==> src/rtl/custom_pio_pkg.sv <==
// Shared register map and bus widths for the custom_pio_ext GPIO slave.
package custom_pio_pkg;

    localparam int ADDR_W = 3;
    localparam int DATA_W = 32;

    localparam logic [ADDR_W-1:0] REG_DATA     = 3'd0;
    localparam logic [ADDR_W-1:0] REG_DIR      = 3'd1;
    localparam logic [ADDR_W-1:0] REG_IRQ_MASK = 3'd2;
    localparam logic [ADDR_W-1:0] REG_EDGE_CAP = 3'd3;
    localparam logic [ADDR_W-1:0] REG_OUTSET   = 3'd4;
    localparam logic [ADDR_W-1:0] REG_OUTCLR   = 3'd5;
    localparam logic [ADDR_W-1:0] REG_EDGE_SEL = 3'd6;

endpackage

==> src/rtl/pio_bit_debounce.sv <==
// One GPIO input bit: synchroniser chain, plus a stability counter when
// PIO_DEBOUNCE_EN is defined (otherwise the last sync stage is the filtered value).
module pio_bit_debounce #(
    parameter int SYNC_STAGES     = 2,
    parameter int DEBOUNCE_CYCLES = 1000
) (
    input  logic clk_i,
    input  logic rst_i,
    input  logic pin_i,
    output logic filt_o
);

    logic [SYNC_STAGES-1:0] sync_q;

    always_ff @(posedge clk_i or posedge rst_i) begin
        if (rst_i) sync_q <= '0;
        else       sync_q <= {sync_q[SYNC_STAGES-2:0], pin_i};
    end

`ifdef PIO_DEBOUNCE_EN
    localparam int CNT_W = $clog2(DEBOUNCE_CYCLES + 1);
    localparam logic [CNT_W-1:0] CNT_LAST = CNT_W'(DEBOUNCE_CYCLES - 1);

    logic [CNT_W-1:0] cnt_q, cnt_d;
    logic             filt_q, filt_d;

    // Counter tracks consecutive cycles where the synchronised pin disagrees
    // with the filtered value; it is cleared on flip, so it can never wrap.
    always_comb begin
        cnt_d  = '0;
        filt_d = filt_q;
        if (sync_q[SYNC_STAGES-1] != filt_q) begin
            if (cnt_q >= CNT_LAST) filt_d = sync_q[SYNC_STAGES-1];
            else                   cnt_d  = cnt_q + 1'b1;
        end
    end

    always_ff @(posedge clk_i or posedge rst_i) begin
        if (rst_i) begin
            cnt_q  <= '0;
            filt_q <= 1'b0;
        end else begin
            cnt_q  <= cnt_d;
            filt_q <= filt_d;
        end
    end

    assign filt_o = filt_q;
`else
    assign filt_o = sync_q[SYNC_STAGES-1];
`endif

endmodule

==> src/rtl/custom_pio_ext.sv <==
// Parametrised Avalon-MM GPIO slave: direction, atomic set/clear, edge capture, masked IRQ.
// Optional input debouncing is enabled with the PIO_DEBOUNCE_EN macro.
module custom_pio_ext
    import custom_pio_pkg::*;
#(
    parameter int               WIDTH           = 8,
    parameter int               SYNC_STAGES     = 2,
    parameter logic [WIDTH-1:0] RESET_OUT       = '0,
    parameter logic [WIDTH-1:0] RESET_DIR       = '0,
    parameter int               DEBOUNCE_CYCLES = 1000
) (
    input  logic              clk,
    input  logic              reset,
    input  logic [ADDR_W-1:0] address,
    input  logic              read,
    input  logic              write,
    input  logic [DATA_W-1:0] writedata,
    output logic [DATA_W-1:0] readdata,
    output logic              irq,
    input  logic [WIDTH-1:0]  pio_in,
    output logic [WIDTH-1:0]  pio_out,
    output logic [WIDTH-1:0]  pio_oe
);

    localparam int ARM_MAX = SYNC_STAGES + 1;
    localparam int ARM_W   = $clog2(ARM_MAX + 1);

    logic [WIDTH-1:0]  filt, prev_q, edges, wd, clr;
    logic [WIDTH-1:0]  out_q, out_d, dir_q, dir_d, mask_q, mask_d;
    logic [WIDTH-1:0]  cap_q, cap_d, sel_q, sel_d;
    logic [ARM_W-1:0]  arm_q;
    logic              armed, irq_q;
    logic [DATA_W-1:0] rdata_q, rdata_d;
    logic              unused_wd;

    assign wd        = writedata[WIDTH-1:0];
    assign unused_wd = ^writedata;

    for (genvar i = 0; i < WIDTH; i++) begin : g_bit
        pio_bit_debounce #(
            .SYNC_STAGES    (SYNC_STAGES),
            .DEBOUNCE_CYCLES(DEBOUNCE_CYCLES)
        ) u_db (
            .clk_i (clk),
            .rst_i (reset),
            .pin_i (pio_in[i]),
            .filt_o(filt[i])
        );
    end

    // Sync/filter flops come out of reset at 0; hold off capture until they
    // reflect the real pins so a high pin at release is not seen as an edge.
    assign armed = (arm_q == ARM_W'(ARM_MAX));
    assign edges = armed ? ((~sel_q & filt & ~prev_q) | (sel_q & ~filt & prev_q)) : '0;
    assign clr   = (write && address == REG_EDGE_CAP) ? wd : '0;

    always_comb begin
        out_d  = out_q;
        dir_d  = dir_q;
        mask_d = mask_q;
        sel_d  = sel_q;
        if (write) begin
            case (address)
                REG_DATA:     out_d  = wd;
                REG_DIR:      dir_d  = wd;
                REG_IRQ_MASK: mask_d = wd;
                REG_OUTSET:   out_d  = out_q | wd;
                REG_OUTCLR:   out_d  = out_q & ~wd;
                REG_EDGE_SEL: sel_d  = wd;
                default: ;
            endcase
        end
        // A new edge wins over a simultaneous clear of the same bit.
        cap_d = (cap_q & ~clr) | edges;
    end

    always_comb begin
        rdata_d = '0;
        case (address)
            REG_DATA:                rdata_d = DATA_W'(filt);
            REG_DIR:                 rdata_d = DATA_W'(dir_q);
            REG_IRQ_MASK:            rdata_d = DATA_W'(mask_q);
            REG_EDGE_CAP:            rdata_d = DATA_W'(cap_q);
            REG_OUTSET, REG_OUTCLR:  rdata_d = DATA_W'(out_q);
            REG_EDGE_SEL:            rdata_d = DATA_W'(sel_q);
            default:                 rdata_d = '0;
        endcase
    end

    always_ff @(posedge clk or posedge reset) begin
        if (reset) begin
            out_q   <= RESET_OUT;
            dir_q   <= RESET_DIR;
            mask_q  <= '0;
            cap_q   <= '0;
            sel_q   <= '0;
            prev_q  <= '0;
            arm_q   <= '0;
            rdata_q <= '0;
            irq_q   <= 1'b0;
        end else begin
            out_q  <= out_d;
            dir_q  <= dir_d;
            mask_q <= mask_d;
            cap_q  <= cap_d;
            sel_q  <= sel_d;
            prev_q <= filt;
            if (!armed) arm_q <= arm_q + 1'b1;
            if (read)   rdata_q <= rdata_d;
            irq_q  <= |(cap_q & mask_q);
        end
    end

    assign readdata = rdata_q;
    assign irq      = irq_q;
    assign pio_out  = out_q;
    assign pio_oe   = dir_q;

endmodule

==> config.mk <==
export PLATFORM = sky130hd
export DESIGN_NAME = custom_pio_ext
export DESIGN_NICKNAME = d
export VERILOG_FILES = /design/src/rtl/custom_pio_pkg.sv /design/src/rtl/pio_bit_debounce.sv /design/src/rtl/custom_pio_ext.sv
export SDC_FILE = /design/constraint.sdc
export NUM_CORES = 1
export LEC_CHECK = 0
export CAP_MARGIN = 40
export CORE_UTILIZATION = 25
export DETAILED_ROUTE_END_ITERATION = 10
export PLACE_DENSITY = 0.46
export SYNTH_ARGS = -nofsm -noshare
export SYNTH_HDL_FRONTEND = slang
export SYNTH_SLANG_ARGS = --single-unit
==> constraint.sdc <==
create_clock -name clk -period 4.5 [get_ports clk]
set_input_delay 0.675 -clock clk [delete_from_list [all_inputs] [get_ports clk]]
set_output_delay 0.675 -clock clk [all_outputs]
set_load 0.005 [all_outputs]
; ---- Word level (Yosys, flattened, before mapping)
; Cells that the tools add are included.
[word_totals]
register_bits = 99
inputBits = 47
out_inout_bits = 49
word_cells = 53
[op_classes]
eq_ne = 7
n_mux = 4
bitwise = 15
addsub = 1
n_reduce_logical = 9
[ops]
columns = cell, count
row1 = 8-bit bitwise AND, 7
row2 = 8-bit case mux with 6 select lines, 1
row3 = 8-bit inverter, 5
row4 = 8-bit bitwise OR, 3
row5 = 8-bit case mux with 3 select lines, 1
row6 = 8-bit 2-to-1 mux, 2
row7 = 3-bit equality test (second input constant), 3
row8 = 2-bit AND reduction, 4
row9 = 8-bit OR reduction, 1
row10 = 3-bit by 2-bit equality test with 1-bit output (second input constant), 2
row11 = 3-bit by 1-bit equality test with 1-bit output (second input constant), 1
row12 = 3-bit zero test, 1
row13 = 3-bit nonzero test, 1
row14 = 2-bit by 1-bit adder with 2-bit output (second input constant), 1
row15 = 2-bit equality test (second input constant), 1
row16 = 2-bit OR reduction, 1
row17 = 1-bit logical AND, 1

; ---- Longest topological paths before layout
; Gate-level depths: netlist of run 1.
[depth]
depth_word = 6
depth_mapped = 6
ltp_nobuf = 4

; ---- Hierarchy
; Synthesis of run 1 repeated with hierarchy kept, for this count alone.
[unflattened]
cells_unflattened = 285
hier_area_um2 = 3449.6
[by_module_without_submodules]
columns = mod, n_inst, cells_per_inst, seq_area_each_um2, area_per_inst_um2
row1 = custom_pio_ext, 1, 261, 1476.4, 3019.1
row2 = pio_bit_debounce, 8, 3, 50.0, 53.8

; ---- Worst setup path after synthesis of run 1
; OpenSTA, ideal clock, no wires.
[synth_timing]
kind = input -> register
start = input port address[1]
end = register dir_q[0] (netlist: pio_oe[0])
t_arrival_ps = 1631
setup_time_ps = 125
path_stages = 4
slack_ps = 2745
path_buffers = 2
t_required_ps = 4375
cell_sequence = buf_6 buf_6 nor3b_4 mux2_2
[synth_via]
elab_chain_len = 2
[synth_rtl]
columns = item, line_no
row1 = start: declaration, custom_pio_ext.sv:14  ; input logic [ADDR_W-1:0] address,
row2 = 3-bit by 1-bit equality test with 1-bit output, custom_pio_ext.sv:63  ; case (address)
row3 = 2-bit AND reduction (no line), --
row4 = end signal: assignment, custom_pio_ext.sv:103  ; dir_q <= dir_d;
row5 = end: declaration, custom_pio_ext.sv:29  ; logic [WIDTH-1:0] out_q, out_d, dir_q, dir_d, mask_q, mask_d;
; No other way between the ends.
; A chain may end at the register's enable or synchronous reset.

; ---- Worst setup path after layout of run 1
[layout_timing]
start = input port address[1]
end = register sel_q[2]
[layout_via]
elab_chain_len = 2
[layout_rtl]
columns = item, line_no
row1 = 3-bit equality test, custom_pio_ext.sv:63
row2 = 2-bit AND reduction (no line), --
row3 = end signal: assignment, custom_pio_ext.sv:106  ; sel_q <= sel_d;
row4 = end: declaration, custom_pio_ext.sv:30  ; logic [WIDTH-1:0] cap_q, cap_d, sel_q, sel_d;
; No other way between the ends.

==> metrics.txt, run 1 <==
status=completed; synthesized area=3460 um^2; max cap viols=0; WP data required=4.72 ns; instance count of the mapped netlist=296; R2R cell count=2; die area=14300 um^2; worst-path fanout max=16; Buffers on Ports=47; Leakage=1.80 nW; Synth top cells by count=dfrtp_1 (75), mux2_2 (37), nand2_1 (27); minimum hold slack=0.345 ns; register bit total from synthesis=75; DIE WIDTH=120 um; post-route ant nets=0; Layout area overhead=25.6%; post-route setup TNS=0 ns; Reg2Reg Setup Slack=3.10 ns; Post-DP Area=4050 um^2; post-synth top area share=0.542; Slew HR=0.524; routed vias=2386; Skew-Pair Late Insertion Delay=0.34 ns; clock root cell=clkbuf_16; Worst IR Drop VDD=0.150 mV; Detailed Place HPWL=5.81 mm; R2R Path End=arm_q[1]; area leader, netlist=dfrtp_1; CTS H-tree lvls=3; Sink Count=75; Placer Congestion=0.765; hold crit path type=flop to flop; share of cells above drive strength 1=0.186; Main synth FF type=dfrtp_1; number of synthesized flops with an enable pin=0; Worst setup endpoint=sel_q[2]; core box area=13300 um^2; RR Startpoint=arm_q[0]; Nets=397; RSZ-0062 raised after global routing=no; fmax=0.383 GHz; first-pass GRT wire length=13.3 mm; Worst-Margin Slew=0.713 ns; min-delay src=g_bit[4].u_db.sync_q[0]; I/O pins=96; Via density=4.50; final hold vios=0; DRT iter0 DRCs=89; CP startpoint=address[1]; WL final=8.39 mm; initial antenna violation count=0; Tcrit/Tclk final=0.580; Remaining DRCs=0; Area contributors post-synth=dfrtp_1 (54%), mux2_2 (12%), buf_4 (5.6%), a22o_1 (4.8%), o21ai_0 (3.5%); CTS tree=done; post-route cell area=4350 um^2; distinct cell type count of the synthesized netlist=39; # rows=42; post-CTS setup buffer count=0; critical path type=primary input to flop; cell area power density=433 nW/um^2; Overall Global Routing Usage=0.126; Setup crit end kind=flop; Synth Warn #=0; DR pass1 iterations=4; Reg clk slew, reported paths=0.05 ns; Antenna Cells=0; vias in the first global route=2359; routed len/inst=15.8 um; Initial Util=0.259; minimum clock period=2.61 ns; asr flop ratio synth=1.00; die span in y=120 um; Final setup viols=0; Syn Area/Cell=11.7 um^2; final-layout fill cell count=1383; Worst EP arrival=2.83 ns; sequential element share of the synthesized area=0.542; grt ovf=0; hold_buf cts=0; top-count cell post-synth=dfrtp_1; startpoint class of the critical path=primary input; Gates resized, CTS repair=0; CTS Buffer Depth=2; Layout Skew=0.00635 ns; Final Max Slew Viols=0; TritonCTS Buffers=9; largest net degree at the start of global routing=27
cell families after synthesis:
logic type               count (synthesis)  share of synthesized area
multiplexers                            40                      0.129
XOR/XNOR                                 1                    0.00253
adder cells (fa/ha/maj)                  1                    0.00361
AO/OA/AOI/OAI                           73                      0.142
AND/OR/NAND/NOR                         63                      0.100
flip-flops                              75                      0.542
other                                    1                    0.00108
buffers and inverters                   42                     0.0788
worst max-delay path: stages:
cell,delay [ns]
clkdlybuf4s50_1,0.92
nor2b_2,0.47
nand3_2,0.36
mux2_2,0.40
metal layers:
metal,up-vias,track usage,share of wire
met1,1171,0.168,0.47
met5,-,0,0
met3,17,0.0295,0.053
li1,1117,-,-
met2,81,0.192,0.45
met4,0,0.0625,0.026
layout make-up:
class | instances | area (um^2) | area share
Multi-Input combinational cell | 202 | 1400 | 0.321
Clock inverter | 5 | 52.6 | 0.0121
Timing Repair Buffer | 53 | 528 | 0.121
Inverter | 8 | 30.0 | 0.00691
Tap cell | 176 | 220 | 0.0506
Clock buffer | 11 | 243 | 0.0558
Sequential cell | 75 | 1880 | 0.432
flip-flops by register name, indices dropped and copies added (netlist names):
signal,cells
pio_out,8
readdata,8
mask_q,8
prev_q,8
arm_q,2
cap_q,8
pio_oe,8
sel_q,8
g_bit.u_db.sync_q,16
irq,1
worst min path at each step:
stage,endpoint,slack (ns),cells after the start
finish,g_bit[4].u_db.sync_q[1],0.35,0
global route,g_bit[7].u_db.sync_q[1],0.35,0
CTS,g_bit[7].u_db.sync_q[1],0.35,0
detailed placement,g_bit[3].u_db.sync_q[1],0.33,0
global placement,g_bit[0].u_db.sync_q[1],0.33,0
floorplan,g_bit[0].u_db.sync_q[1],0.33,0
placed cells by master, fill, tap and decap left out, types with 2 or more instances in the layout:
| master | instances |
|---|---|
| inv_1 | 6 |
| a211oi_1 | 3 |
| nor2b_1 | 2 |
| dfrtp_1 | 75 |
| mux2i_1 | 2 |
| nor3b_4 | 2 |
| conb_1 | 24 |
| clkdlybuf4s50_1 | 47 |
| a21oi_1 | 12 |
| nand2_1 | 27 |
| o211ai_1 | 2 |
| nand3b_1 | 3 |
| clkbuf_16 | 9 |
| a22o_1 | 19 |
| nor2_1 | 13 |
| o21ai_0 | 24 |
| buf_4 | 5 |
| clkinv_2 | 3 |
| nor3b_1 | 6 |
| a22oi_1 | 9 |
| mux2_2 | 37 |
through the flow:
stage	utilization	worst slack (ns)	instances	total power, mW
final	0.326	1.89	530	1.88
after global placement	0.302	1.53	513	1.18
after floorplan	-	1.92	319	1.03
after CTS	0.326	1.86	530	1.91
after global routing	0.326	1.77	530	1.97
after detailed placement	0.304	1.50	514	1.18
where the power goes:
part           leakage [nW]  internal [mW]  switching, mW  total (mW)
combinational         0.789          0.196          0.128       0.324
sequential            0.868          0.765         0.0767       0.842
clock                 0.145          0.441          0.274       0.715
total                  1.80           1.40          0.479        1.88
Note: power is estimated with default switching activity, not from simulation.
==> run 2: changes to the inputs <==
==> constraint.sdc (replaced) <==
create_clock -name clk -period 2.7 [get_ports clk]
set_input_delay 0.405 -clock clk [delete_from_list [all_inputs] [get_ports clk]]
set_output_delay 0.405 -clock clk [all_outputs]
set_load 0.005 [all_outputs]
==> run 2 against run 1 <==
Against the previous run: global-route usage increased by 0.26 points; wire length increased by 0.67%; clock power is 50% higher; largest cell class unchanged; largest power group unchanged.
==> metrics.txt, run 2 (same netlist as run 1, synthesis figures left out) <==
WP data required=2.92 ns (-1.80 ns); post-CTS setup buffer count=0 (unchanged); hold crit path type=flop to flop; max FFs per register=16 (unchanged); CP startpoint=address[0]; Sw Ratio=0.251 (-0.00337); final hold vios=0 (unchanged); DRT iter0 DRCs=110 (+24%); Leakage=1.83 nW (+1.5%); Sink Count=75 (unchanged); leading cell type in the layout, fill and taps excluded=dfrtp_1; R2R Path End=arm_q[1]; Clk pwr share=0.353 (-0.027); Overall Global Routing Usage=0.129 (+0.00259); R2R cell count=2 (unchanged); status=completed; DR pass1 iterations=4 (unchanged); cell area power density=690 nW/um^2 (+59%); Detailed Place HPWL=5.78 mm (-0.48%); Worst IR Drop VDD=0.265 mV (+76%); routed vias=2414 (+1.2%); Nets=406 (+2.3%); Reg power frac=0.465 (+0.018); share of cells above drive strength 1=0.198 (+0.0113); hold_buf cts=0 (unchanged); Setup crit end kind=flop; RSZ-0062 raised after global routing=no; Initial Util=0.259 (unchanged); I/O pins=96 (unchanged); Worst EP arrival=2.14 ns (-0.69 ns); Post-DP Area=4120 um^2 (+1.7%); Antenna Cells=0 (unchanged); post-route setup TNS=0 ns (unchanged); core box area=13300 um^2 (unchanged); TritonCTS Buffers=9 (unchanged); Remaining DRCs=0 (unchanged); CTS H-tree lvls=3 (unchanged); vias in the first global route=2463 (+4.4%); initial antenna violation count=0 (unchanged); die span in y=120 um (unchanged); fmax=0.519 GHz; critical path type=primary input to flop; grt ovf=0 (unchanged); Reg clk slew, reported paths=0.05 ns (about the same); die area=14300 um^2 (unchanged); Reg2Reg Setup Slack=1.32 ns (-1.78 ns); largest net degree at the start of global routing=76 (+180%); worst-path fanout max=12 (-4); Gates resized, CTS repair=0 (unchanged); CTS Buffer Depth=2 (unchanged); max cap viols=0 (unchanged); Via density=4.51 (+0.23%); clock root cell=clkbuf_16; # rows=42 (unchanged); most frequent cells in the layout=dfrtp_1 (75), clkdlybuf4s50_1 (47), mux2_2 (37), nand2_1 (27); minimum clock period=1.93 ns; RR Startpoint=arm_q[0]; startpoint class of the critical path=primary input; Buffers on Ports=47 (unchanged); Layout area overhead=26.5%; fin cells=535 (+0.94%); WL final=8.44 mm (+0.67%); post-route cell area=4380 um^2 (+0.66%); Worst setup endpoint=mask_q[6]; post-route ant nets=0 (unchanged); Worst-Margin Slew=0.564 ns (-0.148 ns); Layout Skew=0.00440 ns (-0.00196 ns); Slew HR=0.623 (+0.0982); Tcrit/Tclk final=0.714; CTS tree=done; dpl cells=523 (+1.8%); first-pass GRT wire length=13.8 mm (+3.6%); Placer Congestion=0.756 (-1.3%); Comb pwr share=0.182 (+0.010); P_int=2.26 mW (+61%); Biggest register=g_bit.u_db.sync_q; Skew-Pair Late Insertion Delay=0.33 ns (about the same); routed len/inst=15.8 um (-0.27%); Final Max Slew Viols=0 (unchanged); DIE WIDTH=120 um (unchanged); Final setup viols=0 (unchanged); net switching power=0.758 mW (+58%)
==> run 2: cell types whose count changed in the layout (fill, tap and decap cells not counted) <==
cell | before | now
buf_4 | 5 | 14
clkinv_2 | 3 | 0
bufinv_16 | 1 | 0
clkbuf_8 | 1 | 2
clkinvlp_4 | 1 | 0
==> run 2: routing by layer <==
| layer | up-vias | track usage | wire (um) |
|---|---|---|---|
| li1 | 1131 | - | - |
| met1 | 1188 | 0.172 | 3960 |
| met2 | 89 | 0.197 | 3930 |
| met3 | 6 | 0.0428 | 474 |
| met4 | 0 | 0.0406 | 73 |
| met5 | - | 0 | 0 |
==> run 2: worst max-delay path: stages <==
cell,delay (ns)
clkdlybuf4s50_1,0.60
buf_4,0.29
nor3b_4,0.29
buf_4,0.21
mux2_2,0.34
==> run 2: how the worst min path moves through the flow <==
stage / start / end / slack (ns) / depth (start not counted)
final: g_bit[3].u_db.sync_q[0] / g_bit[3].u_db.sync_q[1] / 0.35 / 0
after global routing: g_bit[7].u_db.sync_q[0] / g_bit[7].u_db.sync_q[1] / 0.35 / 0
after CTS: g_bit[7].u_db.sync_q[0] / g_bit[7].u_db.sync_q[1] / 0.35 / 0
after detailed placement: g_bit[1].u_db.sync_q[0] / g_bit[1].u_db.sync_q[1] / 0.33 / 0
after global placement: g_bit[0].u_db.sync_q[0] / g_bit[0].u_db.sync_q[1] / 0.33 / 0
after floorplan: g_bit[0].u_db.sync_q[0] / g_bit[0].u_db.sync_q[1] / 0.33 / 0
==> run 2: layout make-up <==
class	count	area [um^2]
fillers	1350	8970
flip-flops and latches	75	1880
inverters	8	30.0
clock buffers	12	256
well taps	176	220
multi-input cells	202	1400
repair buffers	62	596
==> run 2: through the flow <==
step | worst slack [ns] | total power, mW | utilization | hold WS [ns]
global placement | 0.420 | 1.97 | 0.309 | 0.333
global route | 0.672 | 3.19 | 0.328 | 0.349
finish | 0.773 | 3.02 | 0.328 | 0.345
floorplan | 0.385 | 1.72 | - | 0.331
CTS | 0.747 | 3.07 | 0.328 | 0.347
detailed placement | 0.402 | 1.98 | 0.309 | 0.335
==> run 2: power groups by stage <==
stage                     registers, mW  clock network (mW)  logic (mW)
after floorplan                    1.39                   0       0.327
after global placement             1.42                   0       0.549
after detailed placement           1.43                   0       0.557
after CTS                          1.41                1.11       0.559
after global routing               1.43                1.15       0.611
final                              1.40                1.07       0.550
==> patch 1 (flow settings as in run 1) <==
Put one more register stage on the output `readdata`, cleared by the reset. The value now appears one clock later. The other outputs are not delayed to match.
--- a/src/rtl/custom_pio_ext.sv
+++ b/src/rtl/custom_pio_ext.sv
@@ -113,3 +113,9 @@
 
-    assign readdata = rdata_q;
+    always_ff @(posedge clk or posedge reset) begin
+        if (reset) begin
+            readdata <= '0;
+        end else begin
+            readdata <= rdata_q;
+        end
+    end
     assign irq      = irq_q;
Function: changed (Yosys sat finds a counterexample within 4 cycles, from zero or initial values and one cycle with reset high).
==> patch 1 against run 1 <==
- first-iteration DRC count increased by 15%
- sequential cell count increased by 8
- largest power group unchanged
- non-clock buffer count decreased by 1
- area after synthesis increased by 5.8%
- clock power decreased by 4.3%
- total power increased by 3.0%
- largest cell class unchanged
- setup slack got worse by 75 ps
- cell count increased by 2.1%
- highest routed layer unchanged
- routed wire length increased by 1.2%
- cell area increased by 4.1%
- sequential share of layout area increased by 2.7 points
==> patch 1: results (changes against run 1) <==
Placement
  • Detail Placement HPWL: 5830 um (+0.33%)
  • Dpl ws: 1410 ps (-96.1 ps)
  • Post-DP Area: 0.00425 mm^2 (+4.9%)
  • Count of placed standard cells including taps: 525 (+2.1%)
  • RePlAce Congestion: 0.727 (-5.0%)
  • IO buf count: 47 (unchanged)

Final layout
  • Antenna Cells: 0 (unchanged)
  • Layout cell share with drive strength beyond 1: 17.5% (-1.2 points)
  • Final net count: 404 (+1.8%)
  • Largest register FFs: 16 (unchanged)
  • Register ranked first by flip-flop count: g_bit.u_db.sync_q
  • Count of filler cells inserted in the layout: 1453 (+5.1%)

Worst setup path
  • Worst path top cell family by delay: buffers and inverters
  • Maximum single-stage delay on the critical path: 1050 ps (+130 ps)
  • Critical-path top delay cell: clkdlybuf4s50_1
  • CP Max Fanout: 19 (+3)
  • Worst Reg-to-Reg Cells: 4 (+2)

Yosys
  • Cell count after synthesis: 304 (+2.7%)
  • Commonest cells in the netlist: dfrtp_1 (83), mux2_2 (37), nand2_1 (27)
  • Distinct cells, synth: 39 (unchanged)
  • Post-synth ARST share: 100% (unchanged)
  • Largest cells by area after synthesis: dfrtp_1 (57%), mux2_2 (11%), buf_4 (5.3%)
  • Share of the yosys chip area belonging to registers: 56.7% (+2.5 points)
  • Synth Warn #: 0 (unchanged)
  • Most frequently used flop master after synthesis: dfrtp_1

STA
  • Relative max-transition margin: 40.0% (-12 points)
  • Clock skew after layout: 5.20 ps (-1.15 ps)

Hold path
  • Hold Crit Depth: 0 (unchanged)
  • Worst min path class: flop to flop

Clock tree
  • Maximum clock insertion buffer count: 2 (unchanged)
  • Root Buffer: clkbuf_16
  • Post-CTS Setup Repair Bufs: 0 (unchanged)
  • Depth of the CTS H-tree: 3 (unchanged)
  • Clock latency at the later pin of the worst-skew pair: 340 ps (about the same)
  • Clock transition at the register clock pins on the worst setup and hold paths after CTS: 60 ps
  • Total of cells resized after clock tree synthesis: 0 (unchanged)
  • Inserted Clock Buffers: 9 (unchanged)

Global route
  • Maximum number of pins on one net before global-route repair: 31 (+15%)
  • Vias in the first global route: 2326 (-1.4%)
  • First-pass GRT wire length: 13100 um (-2.0%)
  • GRT Overall Usage: 12.0% (-0.67 points)
  • Number of antenna violations at the first check in global routing: 0 (unchanged)

Pwr
  • Pleak: 1.89 nW (+4.9%)
  • Peak ir drop on the vdd network: 0.226 mV (+50%)

Route
  • Vias after detailed routing: 2410 (+1.0%)
  • Router iterations before antenna repair: 6 (+2)
  • Violation count after the first detailed-route iteration: 102 (+15%)
  • DR WL/cell: 15.7 um (-0.86%)
  • Total wire length after detailed routing: 8490 um (+1.2%)

Outcome
  • Status: complete, no violations
patch 1: cell types whose count changed after synthesis:
| cell | change |
|---|---|
| dfrtp_1 | +8 |
patch 1: area by class of cell:
cell class | count | area [um^2] | area share (%)
inverters | 8 | 31.3 | 0.691
flip-flops and latches | 83 | 2080 | 45.9
clock inverters | 2 | 10.0 | 0.221
clock buffers | 14 | 264 | 5.83
multi-input cells | 202 | 1400 | 30.9
repair buffers | 52 | 520 | 11.5
well taps | 180 | 225 | 4.98
patch 1: per-stage QoR:
stage                     total power, mW  hold WS, ps  util, %
after detailed placement             1.27          336     30.2
final                                1.94          343     32.1
after floorplan                      1.12          331        -
after global routing                 2.04          351     32.1
after CTS                            1.96          346     32.1
after global placement               1.26          333     30.0
patch 1: logic make-up (layout without fill, tap and decap cells):
| logic type | count (synthesis) | in the layout | synth area share [%] |
|---|---|---|---|
| and+or+nand+nor | 63 | 63 | 9.47 |
| other | 1 | 24 | 0.102 |
| buffers and inverters | 42 | 76 | 7.45 |
| xor gates and xnor gates | 1 | 1 | 0.239 |
| adders and majority gates | 1 | 1 | 0.342 |
| AOI/OAI and AO/OA | 73 | 73 | 13.4 |
| muxes | 40 | 40 | 12.2 |
| DFF | 83 | 83 | 56.7 |
patch 1: worst paths after layout:
path | from | end | slack, ps
max in group asynchronous | reset | prev_q[7] | 3090
min in group asynchronous | reset | g_bit[2].u_db.sync_q[0] | 680
min | g_bit[3].u_db.sync_q[0] | g_bit[3].u_db.sync_q[1] | 340
max reg2reg | sel_q[0] | rdata_q[0] | 3090
min reg2reg | g_bit[3].u_db.sync_q[0] | g_bit[3].u_db.sync_q[1] | 340
max | address[0] | pio_oe[5] | 1810
patch 1: report_power, final:
group / switching [mW] / internal [mW]
Sequential: 0.0778 / 0.848
Combinational: 0.132 / 0.196
Clock: 0.281 / 0.403
patch 1: layer usage:
metal | vias up | GRT usage, % | routed length [um]
met5 | - | 0 | 0
met4 | 0 | 2.79 | 104
li1 | 1144 | - | -
met3 | 8 | 4.34 | 380
met2 | 61 | 17.8 | 3760
met1 | 1197 | 16.5 | 4240
==> patch 2 (flow settings as in run 1) <==
Made on the original files. Add a define of `PIO_DEBOUNCE_EN`.
--- a/src/rtl/pio_bit_debounce.sv
+++ b/src/rtl/pio_bit_debounce.sv
@@ -2,2 +2,4 @@
 // PIO_DEBOUNCE_EN is defined (otherwise the last sync stage is the filtered value).
+`define PIO_DEBOUNCE_EN
+
 module pio_bit_debounce #(
Behaviour: not the same (Yosys sat finds a counterexample within 4 cycles, from zero or initial values and one cycle with reset high).
==> patch 2 against run 1 <==
- die area is 120% higher
- fmax increased by 2.0%
- utilization shrank 2.4 points
- setup slack improved by 51 ps
- cell area grew 110%
- total power is 79% higher
- sequential cell count grew 88
- sequential power rose by 94%
- non-clock buffer count down 2
- routed wire length increased by 98%
- area after synthesis is 120% higher
- combinational power decreased by 5%
- critical path type unchanged
==> patch 2: results (changes against run 1) <==
Yosys
  • Post-synthesis average cell area: 10.8 um^2 (-7.7%)
  • Commonest cells in the netlist: dfrtp_1 (163), nor2_1 (107), nand2_1 (54)
  • Distinct cells, synth: 49 (+26%)
  • Largest cells by area after synthesis: dfrtp_1 (54%), nor2_1 (5.3%), mux2_2 (4.8%)

STA
  • Clock skew after layout: 6.79 ps (+0.435 ps)
  • Actual transition at the worst max-transition pin: 970 ps (+257 ps)

Global route
  • Number of antenna violations at the first check in global routing: 2 (+2)
  • First-pass GRT wire length: 27200 um (+100%)
  • GRT Overall Usage: 11.4% (-1.2 points)
  • Maximum number of pins on one net before global-route repair: 164 (+510%)
  • Vias in the first global route: 5011 (+110%)

Worst setup path
  • CP Max Fanout: 22 (+6)
  • Worst Reg-to-Reg Cells: 5 (+3)
  • Maximum single-stage delay on the critical path: 720 ps (-200 ps)

Pwr
  • Power dissipated in sequential cells: 1.63 mW (+94%)
  • Cell-internal power: 2.49 mW (+78%)
  • Pleak: 3.78 nW (+110%)

Route
  • Highest metal layer with signal wires: met5
  • Wire length on met1: 8240 um (+110%)
  • Met3 WL: 964 um (+120%)

Clock tree
  • Clock transition at the register clock pins on the worst setup and hold paths after CTS: 70 ps (+20 ps)

Placement
  • RePlAce Congestion: 0.732 (-4.3%)

Final layout
  • Count of filler cells inserted in the layout: 3092 (+120%)
  • Footprint of the flip-flops and latches: 0.00408 mm^2 (+120%)
  • Final net count: 810 (+100%)
  • Number of clock-tree buffers in the layout: 18 (+7)
  • Multi-input comb cells: 505 (+150%)
  • Non-Clock Buffer Area Fraction: 5.74% (-6.4 points)

Outcome
  • Status: complete, no violations
patch 2: final timing paths:
path / start / endpoint / slack, ps
setup / recovery: address[1] / sel_q[5] / 1940
hold / removal: g_bit[0].u_db.sync_q[0] / g_bit[0].u_db.sync_q[1] / 340
setup reg to reg: g_bit[6].u_db.cnt_q[0] / g_bit[6].u_db.filt_o / 2730
hold reg to reg: g_bit[0].u_db.sync_q[0] / g_bit[0].u_db.sync_q[1] / 340
max in group asynchronous: reset / g_bit[2].u_db.sync_q[0] / 2930
min in group asynchronous: reset / g_bit[2].u_db.cnt_q[0] / 820
patch 2: cells by family (layout without fill, tap and decap cells):
family          after synthesis  count (layout)  synth area share (%)
compound gates              106             106                  9.47
simple gates                264             264                  16.8
fa+ha+maj                     9               9                  1.50
flops                       163             163                  54.2
xor+xnor                     57              57                  6.63
mux                          45              45                  7.08
other cells                   1              25                0.0498
buf+inv                      53              99                  4.29
